==> src/rtl/mac_acc18.sv <==
// Signed Q4.4 multiply-accumulate into an 18-bit saturating Q.8 accumulator.
// A finished dot product is handed downstream over a registered valid/ready port.
module mac_acc18 #(
  parameter int IN_W  = 8,
  parameter int ACC_W = 18
) (
  input  logic             clk,
  input  logic             rst_n,
  input  logic             clr,
  input  logic             in_valid,
  output logic             in_ready,
  input  logic [IN_W-1:0]  in_a,
  input  logic [IN_W-1:0]  in_b,
  input  logic             in_last,
  output logic             out_valid,
  input  logic             out_ready,
  output logic [ACC_W-1:0] out_acc,
  output logic             out_sat
);

  localparam int PW = 2 * IN_W;
  localparam logic [ACC_W-1:0] ACC_MAX = {1'b0, {(ACC_W-1){1'b1}}};
  localparam logic [ACC_W-1:0] ACC_MIN = {1'b1, {(ACC_W-1){1'b0}}};

  logic [ACC_W-1:0] acc_q, acc_d;
  logic             sticky_q, sticky_d;
  logic             out_valid_q, out_valid_d;
  logic [ACC_W-1:0] out_acc_q, out_acc_d;
  logic             out_sat_q, out_sat_d;

  logic [PW-1:0]    a_ext, b_ext, prod;
  logic [ACC_W:0]   sum;
  logic [ACC_W-1:0] sum_clamped;
  logic             sat_now;
  logic             accept;

  assign in_ready = !out_valid_q || out_ready;
  assign accept   = in_valid && in_ready;

  // One guard bit above ACC_W makes overflow visible as a mismatch of the top two bits.
  always_comb begin
    // NOTE: every always_comb output gets a default first so no path can infer a latch.
    sat_now     = 1'b0;
    a_ext       = {{IN_W{in_a[IN_W-1]}}, in_a};
    b_ext       = {{IN_W{in_b[IN_W-1]}}, in_b};
    prod        = a_ext * b_ext;
    sum         = {acc_q[ACC_W-1], acc_q} + {{(ACC_W+1-PW){prod[PW-1]}}, prod};
    sum_clamped = sum[ACC_W-1:0];
    if (sum[ACC_W] != sum[ACC_W-1]) begin
      sat_now     = 1'b1;
      sum_clamped = sum[ACC_W] ? ACC_MIN : ACC_MAX;
    end
  end

  always_comb begin
    acc_d       = acc_q;
    sticky_d    = sticky_q;
    out_valid_d = out_valid_q;
    out_acc_d   = out_acc_q;
    out_sat_d   = out_sat_q;

    if (out_valid_q && out_ready) out_valid_d = 1'b0;

    if (clr) begin
      // A beat accepted together with clr is discarded, last or not.
      acc_d    = '0;
      sticky_d = 1'b0;
    end else if (accept) begin
      if (in_last) begin
        out_acc_d   = sum_clamped;
        out_sat_d   = sticky_q | sat_now;
        out_valid_d = 1'b1;
        acc_d       = '0;
        sticky_d    = 1'b0;
      end else begin
        acc_d    = sum_clamped;
        sticky_d = sticky_q | sat_now;
      end
    end
  end

  // NOTE: state registers use non-blocking assignments so every flop samples pre-edge values.
  always_ff @(posedge clk or negedge rst_n) begin
    if (!rst_n) begin
      acc_q       <= '0;
      sticky_q    <= 1'b0;
      out_valid_q <= 1'b0;
      out_acc_q   <= '0;
      out_sat_q   <= 1'b0;
    end else begin
      acc_q       <= acc_d;
      sticky_q    <= sticky_d;
      out_valid_q <= out_valid_d;
      out_acc_q   <= out_acc_d;
      out_sat_q   <= out_sat_d;
    end
  end

  assign out_valid = out_valid_q;
  assign out_acc   = out_acc_q;
  assign out_sat   = out_sat_q;

endmodule

==> config.mk <==
export PLATFORM = sky130hd
export DESIGN_NAME = mac_acc18
export DESIGN_NICKNAME = d
export VERILOG_FILES = /design/src/rtl/mac_acc18.sv
export SDC_FILE = /design/constraint.sdc
export NUM_CORES = 1
export LEC_CHECK = 0
export ABC_AREA = 1
export CAP_MARGIN = 40
export CELL_PAD_IN_SITES_DETAIL_PLACEMENT = 0
export CELL_PAD_IN_SITES_GLOBAL_PLACEMENT = 1
export CORE_UTILIZATION = 45
export CTS_CLUSTER_SIZE = 30
export DETAILED_ROUTE_END_ITERATION = 10
export PLACE_DENSITY = 0.79
export REMOVE_ABC_BUFFERS = 1
export SLEW_MARGIN = 5
export SYNTH_ARGS = -nofsm -noshare
export SYNTH_HDL_FRONTEND = slang
export SYNTH_SLANG_ARGS = --single-unit
==> constraint.sdc <==
create_clock -name clk -period 5.2 [get_ports clk]
set_input_delay 1.3 -clock clk [delete_from_list [all_inputs] [get_ports clk]]
set_output_delay 1.3 -clock clk [all_outputs]
set_load 0.02 [all_outputs]
### Word level (Yosys, flattened, before mapping)

Index checks and enable logic that the tools add are counted.
Widths: inputs -> output; s select.

| word-level totals | value |
|---|---|
| input port bits | 22 |
| output and inout port bits | 21 |
| RAM bits | 0 |
| logic and storage cells | 29 |
| latch bits | 0 |
| memories kept | 0 |
| register bits after elaboration | 39 |
| ROM bits | 0 |

| cells by class | value |
|---|---|
| add/subtract/negate cells | 1 |
| mux-type cells | 13 |
| order comparisons | 0 |
| shift operators | 0 |
| reduce and logical (&&, ||, !) cells | 6 |
| bitwise operators | 2 |
| equality and inequality tests | 1 |
| divide/modulo/power cells | 0 |
| $mul | 1 |

Operators by type and width:

| operator | number |
|---|---|
| $mux 18 | 5 |
| $add 18x16->19 | 1 |
| $mul 8x8->16 | 1 |
| $mux 1 | 8 |
| $reduce_and 3->1 | 1 |
| $logic_and 1x1->1 | 2 |
| $reduce_bool 2->1 | 1 |
| $logic_not 1->1 | 1 |
| $logic_or 1x1->1 | 1 |
| $ne 1x1->1 | 1 |
| $not 1->1 | 1 |
| $or 1x1->1 | 1 |

### Longest topological paths before layout

Gate-level depths: netlist of run 1.

| logic depth | value |
|---|---|
| depth in word-level cells | 8 |
| depth in mapped cells | 28 |

### Worst setup path before layout of run 1

OpenSTA, ideal clock, no wires.

| path | value |
|---|---|
| path kind | input to register |
| from | input in_a[7] |
| to | register out_acc_q[13], in the netlist out_acc[13] |
| setup time | 0.117 ns |
| cell stages on the path | 26 |
| arrival time | 5.786 ns |
| slack | -0.703 ns |
| path buffers | 2 |
| data required time | 5.083 ns |
| path through | clkbuf_1 > nand2_1 > inv_1 > fa_1 > inv_1 > fa_1 > inv_1 > fa_1 > inv_1 > fa_1 > inv_1 > ha_1 > ha_1 > inv_1 > nor3_2 > and2_1 > nand2_2 > nand2_2 > nand2_1 > nand2_1 > nand2_1 > buf_4 > nand2_1 > nand2_1 > nand2_1 > nand2_1 |

| between the ends | value |
|---|---|
| cells in the longest elaborated chain, start to end | 4 |
| elaborated cells between the ends (all ways) | 5 |

RTL lines:

| item | RTL line | source |
|---|---|---|
| from (decl) | 12 | `input logic [IN_W-1:0] in_a,` |
| $mul 8x8->16 (*) | 46 | `prod = a_ext * b_ext;` |
| $add 18x16->19 (*) | 47 | `sum = {acc_q[ACC_W-1], acc_q} + {{(ACC_W+1-PW){prod[PW-1]}}, prod};` |
| $mux 18 / $ne 1x1->1 (equally long branches) | 51, 49 |  |
| $mux 18 (*) | 49 | `if (sum[ACC_W] != sum[ACC_W-1]) begin` |
| to (signal assigned) | 94 | `out_acc_q <= out_acc_d;` |
| to (decl) | 28 | `logic [ACC_W-1:0] out_acc_q, out_acc_d;` |

Every way passes the cells marked *; elsewhere a longest branch is shown, timed or not.
A chain may end at the register's enable or synchronous reset.

### Worst setup path after layout of run 1

| path | value |
|---|---|
| from | input in_a[7] |
| to | register out_acc_q[3], in the netlist out_acc[3] |

The elaborated chain is that of the path after synthesis.

==> impl_results.rst, run 1 <==
.. list-table::
   :header-rows: 1

   * - Metric
     - Value
   * - Average footprint of a synthesized cell
     - 7.73 µm²
   * - Total number of vias
     - 4805
   * - Final wirelength
     - 14.7 mm
   * - Number of distinct standard cells referenced by the synthesized netlist
     - 24
   * - Clock skew
     - 0.00490 ns
   * - H-Tree Level Count
     - 2
   * - Number of global-route vias before repair
     - 5113
   * - Sum of negative setup slack
     - -10.69 ns
   * - I/O pin total
     - 43
   * - Fraction of the yosys area taken by sequential cells
     - 0.182
   * - Cell Rows
     - 39
   * - Post-route setup slack
     - -0.327 ns
   * - Number of nets in the layout
     - 990
   * - Commonest cells after routing, fill and taps aside
     - sky130_fd_sc_hd__nand2_1 (190), sky130_fd_sc_hd__inv_1 (131), sky130_fd_sc_hd__buf_4 (98)
   * - GRT Overall Usage
     - 0.249
   * - First-pass GRT wire length
     - 24.5 mm
   * - Crit path required time
     - 5.37 ns
   * - Number of hold buffers added after CTS
     - 0
   * - Share of layout cells above drive strength 1
     - 0.363
   * - Highest attainable clock frequency
     - 181 MHz
   * - First-pass detailed-route iteration total
     - 7
   * - Arrival time of the worst setup path
     - 5.70 ns
   * - Clk buf depth
     - 2
   * - Minimum clock period
     - 5.53 ns
   * - Height of the die
     - 111 µm
   * - Number of register bits inferred by synthesis
     - 39
   * - Endpoint class of the critical path
     - flip-flop
   * - Horizontal die dimension
     - 111 µm
   * - Setup repair after global routing missed its margin
     - true
   * - Most common library cell in the layout ignoring fill and taps
     - sky130_fd_sc_hd__nand2_1
   * - Later-pin clock latency in the skew report
     - 0.28 ns
   * - Post-DRT Antenna Nets
     - 0
   * - Starting density of the core
     - 0.466
   * - Element type at the critical path start
     - primary input
   * - Wirelength per Cell
     - 14.9 µm
   * - Worst slew pin tran
     - 0.639 ns
   * - Area delta synth->final
     - 49.0%
   * - Status
     - complete, but fails checks
   * - Number of buffers created by CTS
     - 5
   * - Final design instance area without fill
     - 7990 µm²
   * - Post-place instance area
     - 6490 µm²
   * - Clock tree root driver cell
     - sky130_fd_sc_hd__clkbuf_16
   * - Number of antenna violations at the first check in global routing
     - 0
   * - Number of input and output port buffers inserted
     - 42
   * - Yosys warning total
     - 0
   * - Number of clock sinks
     - 39
   * - Remaining DRCs
     - 4
   * - Setup Viol. Count Final
     - 38
   * - # diodes
     - 0
   * - Crit-path slowest cell
     - sky130_fd_sc_hd__fa_1
   * - Post-detailed-placement half-perimeter wirelength
     - 10.9 mm
   * - Clock tree from TritonCTS
     - yes
   * - Pin count of the biggest net entering global routing
     - 30
   * - Hold_ws
     - 0.471 ns
   * - Synth Instances
     - 694
   * - Share of the cycle needed by the critical path after routing
     - 1.06
   * - Finished Layout Cells
     - 984
   * - Violated checks
     - DRC, setup timing
   * - Total congestion overflow
     - 0
   * - Ratio of routed vias to standard cells
     - 4.88
   * - Area inside the core boundary
     - 11500 µm²
   * - Global placer's final weighted congestion
     - 0.815
   * - Biggest cell delay along the critical path
     - 0.58 ns
   * - Final Slew Violations
     - 0
   * - Most frequently used flop master after synthesis
     - sky130_fd_sc_hd__dfrtp_1
   * - Floorplan die area
     - 12400 µm²
   * - Worst-case headroom to the max-slew limit
     - 0.574
   * - Final Hold Fails
     - 0
   * - Classification of the worst-slack hold path
     - flip-flop to flip-flop
   * - Maximum fanout along the worst path
     - 5
   * - Netlist area before placement
     - 5370 µm²
   * - DP Cell Count
     - 937
   * - Most frequent CP cell
     - sky130_fd_sc_hd__nand2_4
   * - Type of the setup path with the least slack
     - primary input to flip-flop
   * - Count of flip-flops with a built-in enable after synthesis
     - 0
   * - Clock-pin slew reported for the worst setup and hold paths after clock tree synthesis
     - 0.06 ns
   * - DR iter-0 viols
     - 153
   * - Max-capacitance violation count
     - 0
   * - Asr flop ratio synth
     - 1.00
## cells by family after synthesis
| group | share of synthesized area |
|---|---|
| simple gates | 0.247 |
| buf+inv | 0.122 |
| fa+ha+maj | 0.416 |
| flops | 0.182 |
| compound gates | 0.0175 |
| xor+xnor | 0.0147 |
## timing repair
action	in CTS	in global routing
buffers inserted	22	14
gates resized for setup	184	131
pin swaps	48	78
gates cloned	6	0
endpoints found under the setup margin	38	38
## metrics by stage
step	utilization	setup WS, ns
floorplan	-	-0.694
global placement	0.562	-1.22
detailed placement	0.564	-1.31
CTS	0.650	-0.425
global route	0.694	-0.456
finish	0.694	-0.327
## registers in the layout, summed over array words and instances (netlist names)
signal,flops
out_valid,1
sticky_q,1
out_sat,1
acc_q,18
out_acc,18
## synth_stat cells (4+ instances only)
cell type / instances / area share
sky130_fd_sc_hd__xnor2_1: 4 / 0.0065
sky130_fd_sc_hd__nand3_1: 20 / 0.019
sky130_fd_sc_hd__ha_1: 44 / 0.10
sky130_fd_sc_hd__o21ai_0: 4 / 0.0037
sky130_fd_sc_hd__fa_1: 84 / 0.31
sky130_fd_sc_hd__dfrtp_1: 39 / 0.18
sky130_fd_sc_hd__inv_1: 146 / 0.10
sky130_fd_sc_hd__a21oi_1: 13 / 0.012
sky130_fd_sc_hd__xor2_1: 5 / 0.0082
sky130_fd_sc_hd__nor2_1: 21 / 0.015
sky130_fd_sc_hd__nand4_1: 4 / 0.0047
sky130_fd_sc_hd__nor3_2: 4 / 0.0075
sky130_fd_sc_hd__nand2_1: 272 / 0.19
sky130_fd_sc_hd__clkbuf_1: 20 / 0.014
## path summary, 6_finish.rpt
check / depth (start not counted) / slack (ns) / start / endpoint
worst max-delay path: 25 / -0.33 / in_a[7] / out_acc[3]
worst min-delay path: 2 / 0.47 / acc_q[3] / acc_q[3]
worst max register to register: 24 / 0.52 / acc_q[6] / out_acc[3]
worst min register to register: 2 / 0.47 / acc_q[3] / acc_q[3]
max in group asynchronous: 2 / 3.88 / rst_n / acc_q[4]
min in group asynchronous: 1 / 0.88 / rst_n / out_acc[15]
## cell type report
type	instances	area, µm²
clock inverter	2	35.0
multi-input combinational	487	4690
clock buffer	6	139
timing repair buffer	159	1400
tap	143	179
sequential	39	976
inverter	148	571
fill	931	3520
## critical path: cells and delay by family
family          cells  cell delay [ns]
fa+ha+maj           6             2.59
compound gates      1             0.20
simple gates       11             0.83
buf+inv             7             0.77
## per-layer routing
layer  global-route usage  vias to the layer above  wire (µm)
li1                     -                     2326          -
met1                0.321                     2409       6250
met2                0.444                       51       7930
met3               0.0268                       19        240
met4               0.0676                        0        280
met5                    0                        -          0
Power of run 1 is left out: the tool's default activity adds up to more than one toggle a clock period on the data nets, which glitch-free logic cannot reach.
==> run 2, diff against run 1 <==
--- a/config.mk
+++ b/config.mk
@@ -12,6 +12,7 @@
 export CORE_UTILIZATION = 45
 export CTS_CLUSTER_SIZE = 30
 export DETAILED_ROUTE_END_ITERATION = 10
+export GPL_TIMING_DRIVEN = 0
 export PLACE_DENSITY = 0.79
 export REMOVE_ABC_BUFFERS = 1
 export SLEW_MARGIN = 5
==> run 2 against run 1 <==
Effect of this change:
- the run still ends with DRC, setup timing left
- final area shrank 11%
- clock-buffer cell count fell by 1
- hold slack improved by 0.010 ns
- sequential cell count unchanged
- clock skew is essentially flat
- sequential share of layout area grew 1.5 points
- die area stayed put
- fmax grew 0.92%
- critical path depth is 1 lower
- first-iteration DRC count increased by 25%
- critical endpoint is now out_acc[1]
==> impl_results.rst, run 2 (same netlist as run 1, synthesis figures left out) <==
.. list-table::
   :header-rows: 1

   * - Metric
     - Value
   * - Violated checks
     - DRC, setup timing
   * - Commonest cells after routing, fill and taps aside
     - sky130_fd_sc_hd__nand2_1 (205), sky130_fd_sc_hd__inv_1 (139), sky130_fd_sc_hd__fa_1 (82)
   * - Post-place instance area
     - 5920 µm²
   * - Total congestion overflow
     - 0
   * - Later-pin clock latency in the skew report
     - 0.29 ns
   * - Remaining DRCs
     - 3
   * - Number of nets in the layout
     - 906
   * - Final design instance area without fill
     - 7130 µm²
   * - GRT Overall Usage
     - 0.226
   * - Clock skew
     - 0.00519 ns
   * - Sum of negative setup slack
     - -8.70 ns
   * - Final Slew Violations
     - 0
   * - Clock-pin slew reported for the worst setup and hold paths after clock tree synthesis
     - 0.06 ns
   * - Filler cell count in the final layout
     - 990
   * - Crit path required time
     - 5.37 ns
   * - Status
     - complete, but fails checks
   * - Post-detailed-placement half-perimeter wirelength
     - 9.77 mm
   * - Pin count of the biggest net entering global routing
     - 28
   * - I/O pin total
     - 43
   * - Post-layout util
     - 0.620
   * - Number of antenna violations at the first check in global routing
     - 0
   * - Element type at the critical path start
     - primary input
   * - Number of buffers created by CTS
     - 5
   * - Share of layout cells above drive strength 1
     - 0.247
   * - Area inside the core boundary
     - 11500 µm²
   * - # diodes
     - 0
   * - Total number of vias
     - 4412
   * - Height of the die
     - 111 µm
   * - First-pass GRT wire length
     - 22.2 mm
   * - DR iter-0 viols
     - 192
   * - Number of input and output port buffers inserted
     - 42
   * - Max-capacitance violation count
     - 0
   * - Share of the cycle needed by the critical path after routing
     - 1.05
   * - Worst-case headroom to the max-slew limit
     - 0.572
   * - Post-route setup slack
     - -0.277 ns
   * - Wirelength per Cell
     - 14.7 µm
   * - Post-DRT Antenna Nets
     - 0
   * - Maximum fanout along the worst path
     - 8
   * - Type of the setup path with the least slack
     - primary input to flip-flop
   * - Classification of the worst-slack hold path
     - flip-flop to flip-flop
   * - Endpoint class of the critical path
     - flip-flop
   * - H-Tree Level Count
     - 2
   * - Arrival time of the worst setup path
     - 5.64 ns
   * - Worst slew pin tran
     - 0.641 ns
   * - Cell Rows
     - 39
   * - Multi-input gate area in the final layout
     - 4610 µm²
   * - Global placer's final weighted congestion
     - 0.845
   * - Number of hold buffers added after CTS
     - 0
   * - Number of global-route vias before repair
     - 4533
   * - Highest attainable clock frequency
     - 183 MHz
   * - First-pass detailed-route iteration total
     - 7
   * - Final Hold Fails
     - 0
   * - Setup Viol. Count Final
     - 38
   * - Clock tree from TritonCTS
     - yes
   * - Horizontal die dimension
     - 111 µm
   * - Minimum clock period
     - 5.48 ns
   * - Clock tree root driver cell
     - sky130_fd_sc_hd__clkbuf_16
   * - Final wirelength
     - 13.2 mm
   * - Ratio of routed vias to standard cells
     - 4.90
   * - Sequential Area
     - 976 µm²
   * - Area delta synth->final
     - 33.0%
   * - Setup repair after global routing missed its margin
     - true
   * - Clk buf depth
     - 2
   * - Most common library cell in the layout ignoring fill and taps
     - sky130_fd_sc_hd__nand2_1
   * - Floorplan die area
     - 12400 µm²
   * - Starting density of the core
     - 0.466
   * - Number of clock sinks
     - 39
[run 2: cell count changes in the layout (fill, tap and decap cells not counted), moves of 6 or more]
cell and delta:
sky130_fd_sc_hd__inv_1 +8, sky130_fd_sc_hd__nand2_4 -9, sky130_fd_sc_hd__nand2_1 +15, sky130_fd_sc_hd__inv_2 -9
sky130_fd_sc_hd__fa_1 +6, sky130_fd_sc_hd__buf_4 -74, sky130_fd_sc_hd__fa_2 -6, sky130_fd_sc_hd__nand2_2 -8
[run 2: critical path, cell delays in order]
cell	delay [ns]
sky130_fd_sc_hd__buf_12	0.12
sky130_fd_sc_hd__nand2_8	0.07
sky130_fd_sc_hd__clkinvlp_4	0.14
sky130_fd_sc_hd__buf_6	0.18
sky130_fd_sc_hd__fa_1	0.53
sky130_fd_sc_hd__fa_1	0.45
sky130_fd_sc_hd__fa_1	0.55
sky130_fd_sc_hd__inv_2	0.04
sky130_fd_sc_hd__fa_1	0.51
sky130_fd_sc_hd__inv_2	0.05
sky130_fd_sc_hd__ha_4	0.21
sky130_fd_sc_hd__ha_4	0.30
sky130_fd_sc_hd__inv_1	0.08
sky130_fd_sc_hd__nor3_4	0.18
sky130_fd_sc_hd__and2_4	0.17
sky130_fd_sc_hd__nand2_4	0.08
sky130_fd_sc_hd__nand2_4	0.10
sky130_fd_sc_hd__nand2_4	0.07
sky130_fd_sc_hd__nand2_8	0.13
sky130_fd_sc_hd__nand2_8	0.11
sky130_fd_sc_hd__nand2_4	0.08
sky130_fd_sc_hd__nand2_4	0.05
sky130_fd_sc_hd__nand2_1	0.05
sky130_fd_sc_hd__nand2_1	0.07
[run 2: final timing paths]
kind | startpoint | end | slack, ns | cells after the start
setup / recovery | in_a[7] | out_acc[1] | -0.28 | 24
hold / removal | out_acc[11] | out_acc[11] | 0.48 | 2
setup reg to reg | acc_q[6] | out_acc[1] | 0.62 | 23
hold reg to reg | out_acc[11] | out_acc[11] | 0.48 | 2
max in group asynchronous | rst_n | acc_q[9] | 3.85 | 2
min in group asynchronous | rst_n | out_acc[15] | 0.90 | 1
[run 2: area by class of cell]
| type | instances | area share |
|---|---|---|
| timing repair buffer | 72 | 0.0917 |
| clock inverter | 3 | 0.00281 |
| tap | 143 | 0.0251 |
| multi-input combinational | 490 | 0.646 |
| inverter | 148 | 0.0800 |
| sequential | 39 | 0.137 |
| clock buffer | 5 | 0.0175 |
[run 2: layer usage]
layer,vias up,part of all wire,GRT usage
met3,15,0.023,0.0306
met4,0,0.012,0.0459
met1,2196,0.44,0.303
met5,-,0,0
li1,2154,-,-
met2,47,0.52,0.390
[run 2: per-stage QoR]
stage                     std cells  setup slack [ns]  hold slack [ns]
final                           900            -0.277            0.482
after global routing            900            -0.458            0.500
after CTS                       895            -0.295            0.480
after detailed placement        860             -2.02            0.464
after global placement          856             -1.98            0.462
after floorplan                 671            -0.694            0.449
[run 2: timing repair]
item,CTS,global route
pin swaps,50,45
setup endpoints to repair,38,38
resized for setup,178,101
gates cloned,4,2
setup buffers,23,3
Power of run 2 is left out for the same reason.
==> run 3, diff against run 2 <==
--- a/config.mk
+++ b/config.mk
@@ -10,6 +10,7 @@
 export CELL_PAD_IN_SITES_DETAIL_PLACEMENT = 0
 export CELL_PAD_IN_SITES_GLOBAL_PLACEMENT = 1
 export CORE_UTILIZATION = 45
+export CTS_CLUSTER_DIAMETER = 50
 export CTS_CLUSTER_SIZE = 30
 export DETAILED_ROUTE_END_ITERATION = 10
 export GPL_TIMING_DRIVEN = 0
==> results of run 3 <==
The final DEF is identical to that of run 2; final timing and power are the same.
Power of run 3 is left out for the same reason.
